[src/rtl/ex_mem_stage.sv]
// EX/MEM pipeline register with architectural condition-code register (Z,N,C).
// Optional CCR_SHADOW_EN adds a shadow CCR saved on interrupt and restored on RTI.
module ex_mem_stage #(
  parameter int DATA_W  = 16,
  parameter int RADDR_W = 3
) (
  input  logic               clk,
  input  logic               rst_n,
  input  logic               stall,
  input  logic               flush,
  input  logic               valid_in,
  input  logic [DATA_W-1:0]  alu_result_in,
  input  logic [DATA_W-1:0]  store_data_in,
  input  logic [2:0]         ccr_in,
  input  logic               flag_update_in,
  input  logic               setc_in,
  input  logic               clrc_in,
  input  logic [2:0]         flag_clr_in,
  input  logic [RADDR_W-1:0] rdst_in,
  input  logic               reg_write_in,
  input  logic               mem_read_in,
  input  logic               mem_write_in,
`ifdef CCR_SHADOW_EN
  input  logic               int_save_in,
  input  logic               rti_restore_in,
`endif
  output logic               valid_out,
  output logic [DATA_W-1:0]  alu_result_out,
  output logic [DATA_W-1:0]  store_data_out,
  output logic [RADDR_W-1:0] rdst_out,
  output logic               reg_write_out,
  output logic               mem_read_out,
  output logic               mem_write_out,
  output logic [2:0]         ccr_out
);

  localparam int C_BIT = 2;

  logic       accept;
  logic [2:0] ccr_next;
`ifdef CCR_SHADOW_EN
  logic [2:0] shadow;
`endif

  assign accept = valid_in & ~stall & ~flush;

  always_ff @(posedge clk) begin
    if (!rst_n) begin
      valid_out      <= 1'b0;
      alu_result_out <= '0;
      store_data_out <= '0;
      rdst_out       <= '0;
      reg_write_out  <= 1'b0;
      mem_read_out   <= 1'b0;
      mem_write_out  <= 1'b0;
    end else if (flush) begin
      valid_out      <= 1'b0;
      alu_result_out <= '0;
      store_data_out <= '0;
      rdst_out       <= '0;
      reg_write_out  <= 1'b0;
      mem_read_out   <= 1'b0;
      mem_write_out  <= 1'b0;
    end else if (!stall) begin
      valid_out      <= valid_in;
      alu_result_out <= alu_result_in;
      store_data_out <= store_data_in;
      rdst_out       <= rdst_in;
      reg_write_out  <= reg_write_in & valid_in;
      mem_read_out   <= mem_read_in  & valid_in;
      mem_write_out  <= mem_write_in & valid_in;
    end
  end

  // A taken conditional jump (any flag_clr bit) suppresses the flag update
  // and set/clear-carry entirely; only the selected bits of the current CCR clear.
  always_comb begin
    ccr_next = ccr_out;
    if (accept) begin
      if (|flag_clr_in) begin
        ccr_next = ccr_out & ~flag_clr_in;
      end else begin
        if (flag_update_in) ccr_next = ccr_in;
        if (setc_in && !clrc_in)      ccr_next[C_BIT] = 1'b1;
        else if (clrc_in && !setc_in) ccr_next[C_BIT] = 1'b0;
      end
`ifdef CCR_SHADOW_EN
      if (rti_restore_in) ccr_next = shadow;
`endif
    end
  end

  always_ff @(posedge clk) begin
    if (!rst_n) ccr_out <= '0;
    else        ccr_out <= ccr_next;
  end

`ifdef CCR_SHADOW_EN
  always_ff @(posedge clk) begin
    if (!rst_n)                                     shadow <= '0;
    else if (accept && int_save_in && !rti_restore_in) shadow <= ccr_out;
  end
`endif

endmodule
[config.mk]
export PLATFORM = sky130hd
export DESIGN_NAME = ex_mem_stage
export DESIGN_NICKNAME = d
export VERILOG_FILES = /design/src/rtl/ex_mem_stage.sv
export SDC_FILE = /design/constraint.sdc
export NUM_CORES = 1
export LEC_CHECK = 0
export CAP_MARGIN = 20
export CORE_MARGIN = 1.5
export CORE_UTILIZATION = 40
export CTS_BUF_LIST = sky130_fd_sc_hd__clkbuf_4 sky130_fd_sc_hd__clkbuf_8 sky130_fd_sc_hd__clkbuf_16
export DETAILED_ROUTE_END_ITERATION = 7
export PLACE_DENSITY = 0.85
export SLEW_MARGIN = 20
export SYNTH_ARGS = -nofsm -noshare
export SYNTH_HDL_FRONTEND = slang
export SYNTH_SLANG_ARGS = --single-unit
[constraint.sdc]
create_clock -name clk -period 2 [get_ports clk]
set_input_delay 0.3 -clock clk [delete_from_list [all_inputs] [get_ports clk]]
set_output_delay 0.3 -clock clk [all_outputs]
set_load 0.01 [all_outputs]
==> results of run 1 <==
metrics by stage:
step	total power, mW	setup slack, ns	std cells	instance area [um^2]
2_1_floorplan	0.999	0.677	156	1590
3_3_place_gp	1.17	0.265	290	2570
3_5_place_dp	1.17	0.216	290	2570
4_1_cts	1.83	0.497	298	2680
5_1_grt	1.89	0.454	298	2680
6_report	1.81	0.483	298	2680
flip-flops by register name, indices dropped and copies added (netlist names):
register	flops
alu_result_out	16
mem_read_out	1
rdst_out	3
mem_write_out	1
ccr_out	3
valid_out	1
reg_write_out	1
store_data_out	16
worst min path at each step:
stage	startpoint	end
floorplan	rst_n	ccr_out[2]
global placement	ccr_out[1]	ccr_out[1]
detailed placement	ccr_out[1]	ccr_out[1]
CTS	stall	ccr_out[2]
global route	stall	ccr_out[2]
finish	stall	ccr_out[2]
cell families after synthesis:
group	count (synthesis)
and+or+nand+nor	54
DFF	42
muxes	35
buffers and inverters	12
AOI/OAI and AO/OA	11
adders and majority gates	2
report_power, final:
| part | internal (mW) | total (mW) | switching, mW | leakage, nW |
|---|---|---|---|---|
| registers | 0.861 | 0.873 | 0.0123 | 0.342 |
| clock network | 0.386 | 0.657 | 0.271 | 0.0548 |
| logic | 0.178 | 0.278 | 0.100 | 0.707 |
cells in the final DEF (no fill, tap or decap), types with 2 or more instances in the layout:
| cell type | netlist | final |
|---|---|---|
| a22oi_1 | 3 | 3 |
| mux2i_1 | 35 | 35 |
| inv_1 | 3 | 3 |
| a21oi_1 | 2 | 2 |
| dfxtp_1 | 42 | 42 |
| clkbuf_8 | 0 | 5 |
| nor2_1 | 42 | 42 |
| nor2b_1 | 3 | 3 |
| nand2b_1 | 2 | 2 |
| ha_1 | 2 | 2 |
| clkdlybuf4s50_1 | 0 | 92 |
| buf_12 | 0 | 2 |
routing by layer:
metal  global-route usage  part of all wire
met5                    0                 0
met4               0.0612            0.0092
met3               0.0528             0.081
met2                0.330              0.48
met1                0.196              0.43
cell usage after synthesis:
cell	n
mux2i_1	35
nor3_2	1
ha_1	2
nor2b_1	3
buf_2	3
o221ai_1	1
a21oi_1	2
a31o_1	1
nand2b_1	2
clkbuf_1	5
dfxtp_1	42
nor2_1	42
inv_1	3
o21ai_1	1
nand2_1	1
o211ai_1	1
nor4_1	1
o21ai_0	1
or3b_4	1
a32o_1	1
or3_1	1
buf_4	1
a22oi_1	3
and3_1	1
nor2_2	1
worst max-delay path: cells and delay by family:
| family | cells | cell delay [ns] |
|---|---|---|
| buffers and inverters | 1 | 0.48 |
| AOI/OAI and AO/OA | 1 | 0.09 |
| and+or+nand+nor | 3 | 0.88 |
cell type report:
type	count	area, um^2
Fill cell	317	1060
Timing Repair Buffer	95	966
Sequential cell	42	841
Multi-Input combinational cell	102	692
Clock buffer	6	76.3
Tap cell	48	60.1
Clock inverter	2	37.5
Inverter	3	11.3
==> reports/qor.txt, run 1 <==
Max clock buf depth: 2
Post-synth top area cell: dfxtp_1
RSZ-0062 raised after global routing: false
Util after Layout: 0.717
Tcrit/Tclk final: 0.758
Area of the core: 0.00374 mm^2
Reg clk slew, reported paths: 0.08 ns
Largest net degree at the start of global routing: 41
Synth top area share: 0.530
Critical path class: in2reg
IO Count: 94
Overflow after GRT: 0
Antenna cell count: 0
Largest cells by area after synthesis: dfxtp_1, mux2i_1, nor2_1, ha_1, a22oi_1
Layout area overhead: 69.3%
Worst R2R Start: mem_write_out
Hold path depth: 4
Clk Latency, worst-skew pair: 0.28 ns
Post-synthesis mux area share: 0.221
Worst slew pin tran: 0.438 ns
Crit-path cells: clkdlybuf4s50_1, or3_1, nor3_2, and3_1, a31o_1
HPWL Detailed: 2700 um
DR WL/cell: 12.8 um
First DRT Iteration DRCs: 31
Number of global-route vias before repair: 1362
Post-synthesis compound-gate area fraction: 0.0489
Seq/Total Area, Yosys: 0.530
Hold_buf cts: 0
Post-CTS Repair Setup Buffers: 0
Total GRT Usage: 0.180
Die width: 66.0 um
Initial core utilization: 0.423
Worst slew margin: 0.706
Mapped Area: 0.00159 mm^2
H-tree depth: 2
Critical Path Sink Type: flop
Max-slew violation count: 0
Final Hold Fails: 0
Via density: 4.66
Quantity of gates resized following cts: 0
Final Routed Wirelength: 3820 um
Reg2Reg Capture Point: mem_write_out
1st-pass router iterations: 3
Initial antenna violation count: 0
Final setup TNS: 0 ns
Share of cells above drive strength 1: 0.0560
Worst Path Max Fanout: 5
Antenna-violating nets left: 0
Worst Hold Class: in2reg
Syn Inst Count: 156
Port Buffer Count: 93
Required @ worst endpoint: 2.23 ns
Via count: 1389
Lkg Pwr: 1.10 nW
Crit path launch: flag_clr_in[0]
Number of synthesis warnings: 0
CTS sink cnt: 42
GPL Wtd Cong: 0.747
Max-cap violation count: 0
Row Count: 22
PD cells: 674 mW/mm^2
Mean post-synth cell area: 10.2 um^2
Worst r2r path cells: 2
Slowest cell on crit path: clkdlybuf4s50_1
Largest family of logic cells by synthesized area: multiplexers
TritonCTS clock tree: done
R2r setup slk: 1.34 ns
Synth Area in Simple Gates: 0.151
Nets@finish: 303
Synth unique cells: 25
Layout Skew: 0 ns
Die footprint: 0.00435 mm^2
Synth Area in XOR/XNOR: 0
Final worst path period need: 1.52 ns
Flops & latches, synth: 42
Max frequency: 659 MHz
Syn_nets: 210
Num CTS Buffers: 5
Setup crit start kind: primary input
Die Height: 66.0 um
Status: finished, final reports clean
VDD IR-drop max: 612 uV
Hold WS: 0.468 ns
Worst EP arrival: 1.75 ns
Critical Path Max Stage Delay: 0.48 ns
Clock root cell: clkbuf_8
Worst Setup EP: ccr_out[1]
Adder-cell area share of the yosys netlist: 0.0158
Drc violations: 0
First-pass GRT wire length: 6020 um
Setup violations, final: 0
Note: power is estimated with default switching activity, not from simulation.
==> inputs of run 2 (changes only) <==
- CORE_UTILIZATION: 40 -> 37
- PLACE_DENSITY: 0.85 -> 0.79
- clock period: 2 -> 1.4 ns (I/O delays scaled with it)
==> run 2 against run 1 <==
- final area grew 3.7%
- via count grew 1.4%
- die area grew 7.7%
- worst setup slack lost 0.45 ns
- clock skew is the same
- clock-buffer cell count is the same
- largest cell class unchanged
==> reports/qor.txt, run 2 (synthesis gave the netlist of run 1 again) <==
Antenna cell count: 0 (unchanged)
Number of global-route vias before repair: 1334 (-2.1%)
First-pass GRT wire length: 5870 um (-2.5%)
CTS sink cnt: 42 (unchanged)
Setup crit start kind: flop
Worst r2r path cells: 2 (unchanged)
Area of the core: 0.00406 mm^2 (+8.4%)
Num CTS Buffers: 5 (unchanged)
Via count: 1408 (+1.4%)
Commonest non-fill, non-tap cell in the layout: clkdlybuf4s50_1
Max-slew violation count: 0 (unchanged)
Largest net degree at the start of global routing: 41 (unchanged)
Initial core utilization: 0.391 (-0.0328)
Worst EP arrival: 1.15 ns (-0.60 ns)
Port Buffer Count: 93 (unchanged)
H-tree depth: 2 (unchanged)
Hold_buf cts: 0 (unchanged)
IO Count: 94 (unchanged)
Critical path depth: 1 (-4)
Max clock buf depth: 2 (unchanged)
Die footprint: 0.00469 mm^2 (+7.7%)
Clk Latency, worst-skew pair: 0.29 ns (about the same)
HPWL Detailed: 2930 um (+8.6%)
Status: finished, final reports clean
Max frequency: 733 MHz
DP Area: 0.00261 mm^2 (+1.4%)
Clock root cell: clkbuf_8
Final setup TNS: 0 ns (unchanged)
Final Hold Fails: 0 (unchanged)
Layout area overhead: 75.6%
Max-cap violation count: 0 (unchanged)
Crit-path cells: clkdlybuf4s50_1
RSZ-0062 raised after global routing: false
Cell area after layout: 0.00278 mm^2 (+3.7%)
Final worst path period need: 1.36 ns
Worst slew pin tran: 0.347 ns (-0.0905 ns)
DR WL/cell: 13.2 um (+3.1%)
Worst Hold Class: in2reg
Critical Path Sink Type: output pin
Critical Path Max Stage Delay: 0.54 ns (+0.06 ns)
Worst Path Max Fanout: 2 (-3)
Overflow after GRT: 0 (unchanged)
Crit path max-delay family: buffers and inverters
Share of cells above drive strength 1: 0.0781 (+0.0221)
Non-Filler Instances: 306 (+2.7%)
Crit path buffers/inverters: 1 (unchanged)
Hold path depth: 4 (unchanged)
Drc violations: 0 (unchanged)
Post-place setup slack: -0.282 ns (-0.497 ns)
Die Height: 68.5 um (+3.8%)
Row Count: 23 (+4.5%)
TritonCTS clock tree: done
Nets@finish: 309 (+2.0%)
Tcrit/Tclk final: 0.975
1st-pass router iterations: 4 (+1)
Worst slew margin: 0.768 (+0.0626)
Reg clk slew, reported paths: 0.08 ns (about the same)
Placed cells: 298 (+2.8%)
Slowest cell on crit path: clkdlybuf4s50_1
Total GRT Usage: 0.169 (-0.0106)
Most frequent cells in the layout: clkdlybuf4s50_1, nor2_1, dfxtp_1
Layout Skew: 0 ns (unchanged)
Initial antenna violation count: 0 (unchanged)
Antenna-violating nets left: 0 (unchanged)
Lkg Pwr: 1.75 nW (+58%)
Final Routed Wirelength: 4040 um (+5.8%)
Required @ worst endpoint: 1.19 ns (-1.04 ns)
Setup violations, final: 0 (unchanged)
Largest regs: alu_result_out (16), store_data_out (16)
GPL Wtd Cong: 0.655 (-12%)
Final worst setup slack: 0.0353 ns (-0.448 ns)
Die width: 68.5 um (+3.8%)
Via density: 4.60 (-1.3%)
First DRT Iteration DRCs: 45 (+45%)
VDD IR-drop max: 595 uV (-2.8%)
PD cells: 878 mW/mm^2 (+30%)
Critical path class: reg2out
==> run 2: changes by cell type in the layout (fill, tap and decap cells not counted), moves of 6 or more <==
cell	delta
buf_4	+7
clkdlybuf4s50_1	-40
dlygate4sd2_1	+6
dlymetal6s2s_1	+34
==> run 2: what timing repair did <==
item / CTS / global route
pin swaps: 0 / 1
setup buffers: 0 / 0
endpoints found under the setup margin: 6 / 36
resized for setup: 6 / 35
==> run 2: final timing paths <==
check / slack (ns) / endpoint / start
worst max-delay path: 0.04 / store_data_out[13] / store_data_out[13]
worst max register to register: 0.75 / mem_read_out / mem_read_out
worst min register to register: 0.48 / ccr_out[1] / ccr_out[1]
worst min-delay path: 0.40 / ccr_out[2] / stall
==> run 2: per-layer routing <==
layer	up-vias	track usage	share of wire
li1	725	-	-
met3	6	0.0543	0.080
met4	0	0.0525	0.012
met1	620	0.187	0.43
met5	-	0	0
met2	57	0.304	0.47
==> run 2: metrics by stage <==
step                      hold slack, ns  power, mW   util
after CTS                          0.369       2.49  0.664
after global placement             0.465       1.68  0.642
after detailed placement           0.475       1.68  0.642
final                              0.395       2.44  0.686
after floorplan                    0.350       1.43      -
after global routing               0.398       2.56  0.686
==> run 2: final cells by class <==
cell class | count | area (um^2)
inverter | 3 | 11.3
fill | 331 | 1270
sequential | 42 | 841
tap | 50 | 62.6
multi-input combinational | 102 | 698
clock inverter | 2 | 12.5
timing repair buffer | 101 | 1080
clock buffer | 6 | 82.6
==> run 2: where the power goes <==
part	internal [mW]	switching, mW
logic	0.249	0.146
registers	1.23	0.0165
clock network	0.396	0.407
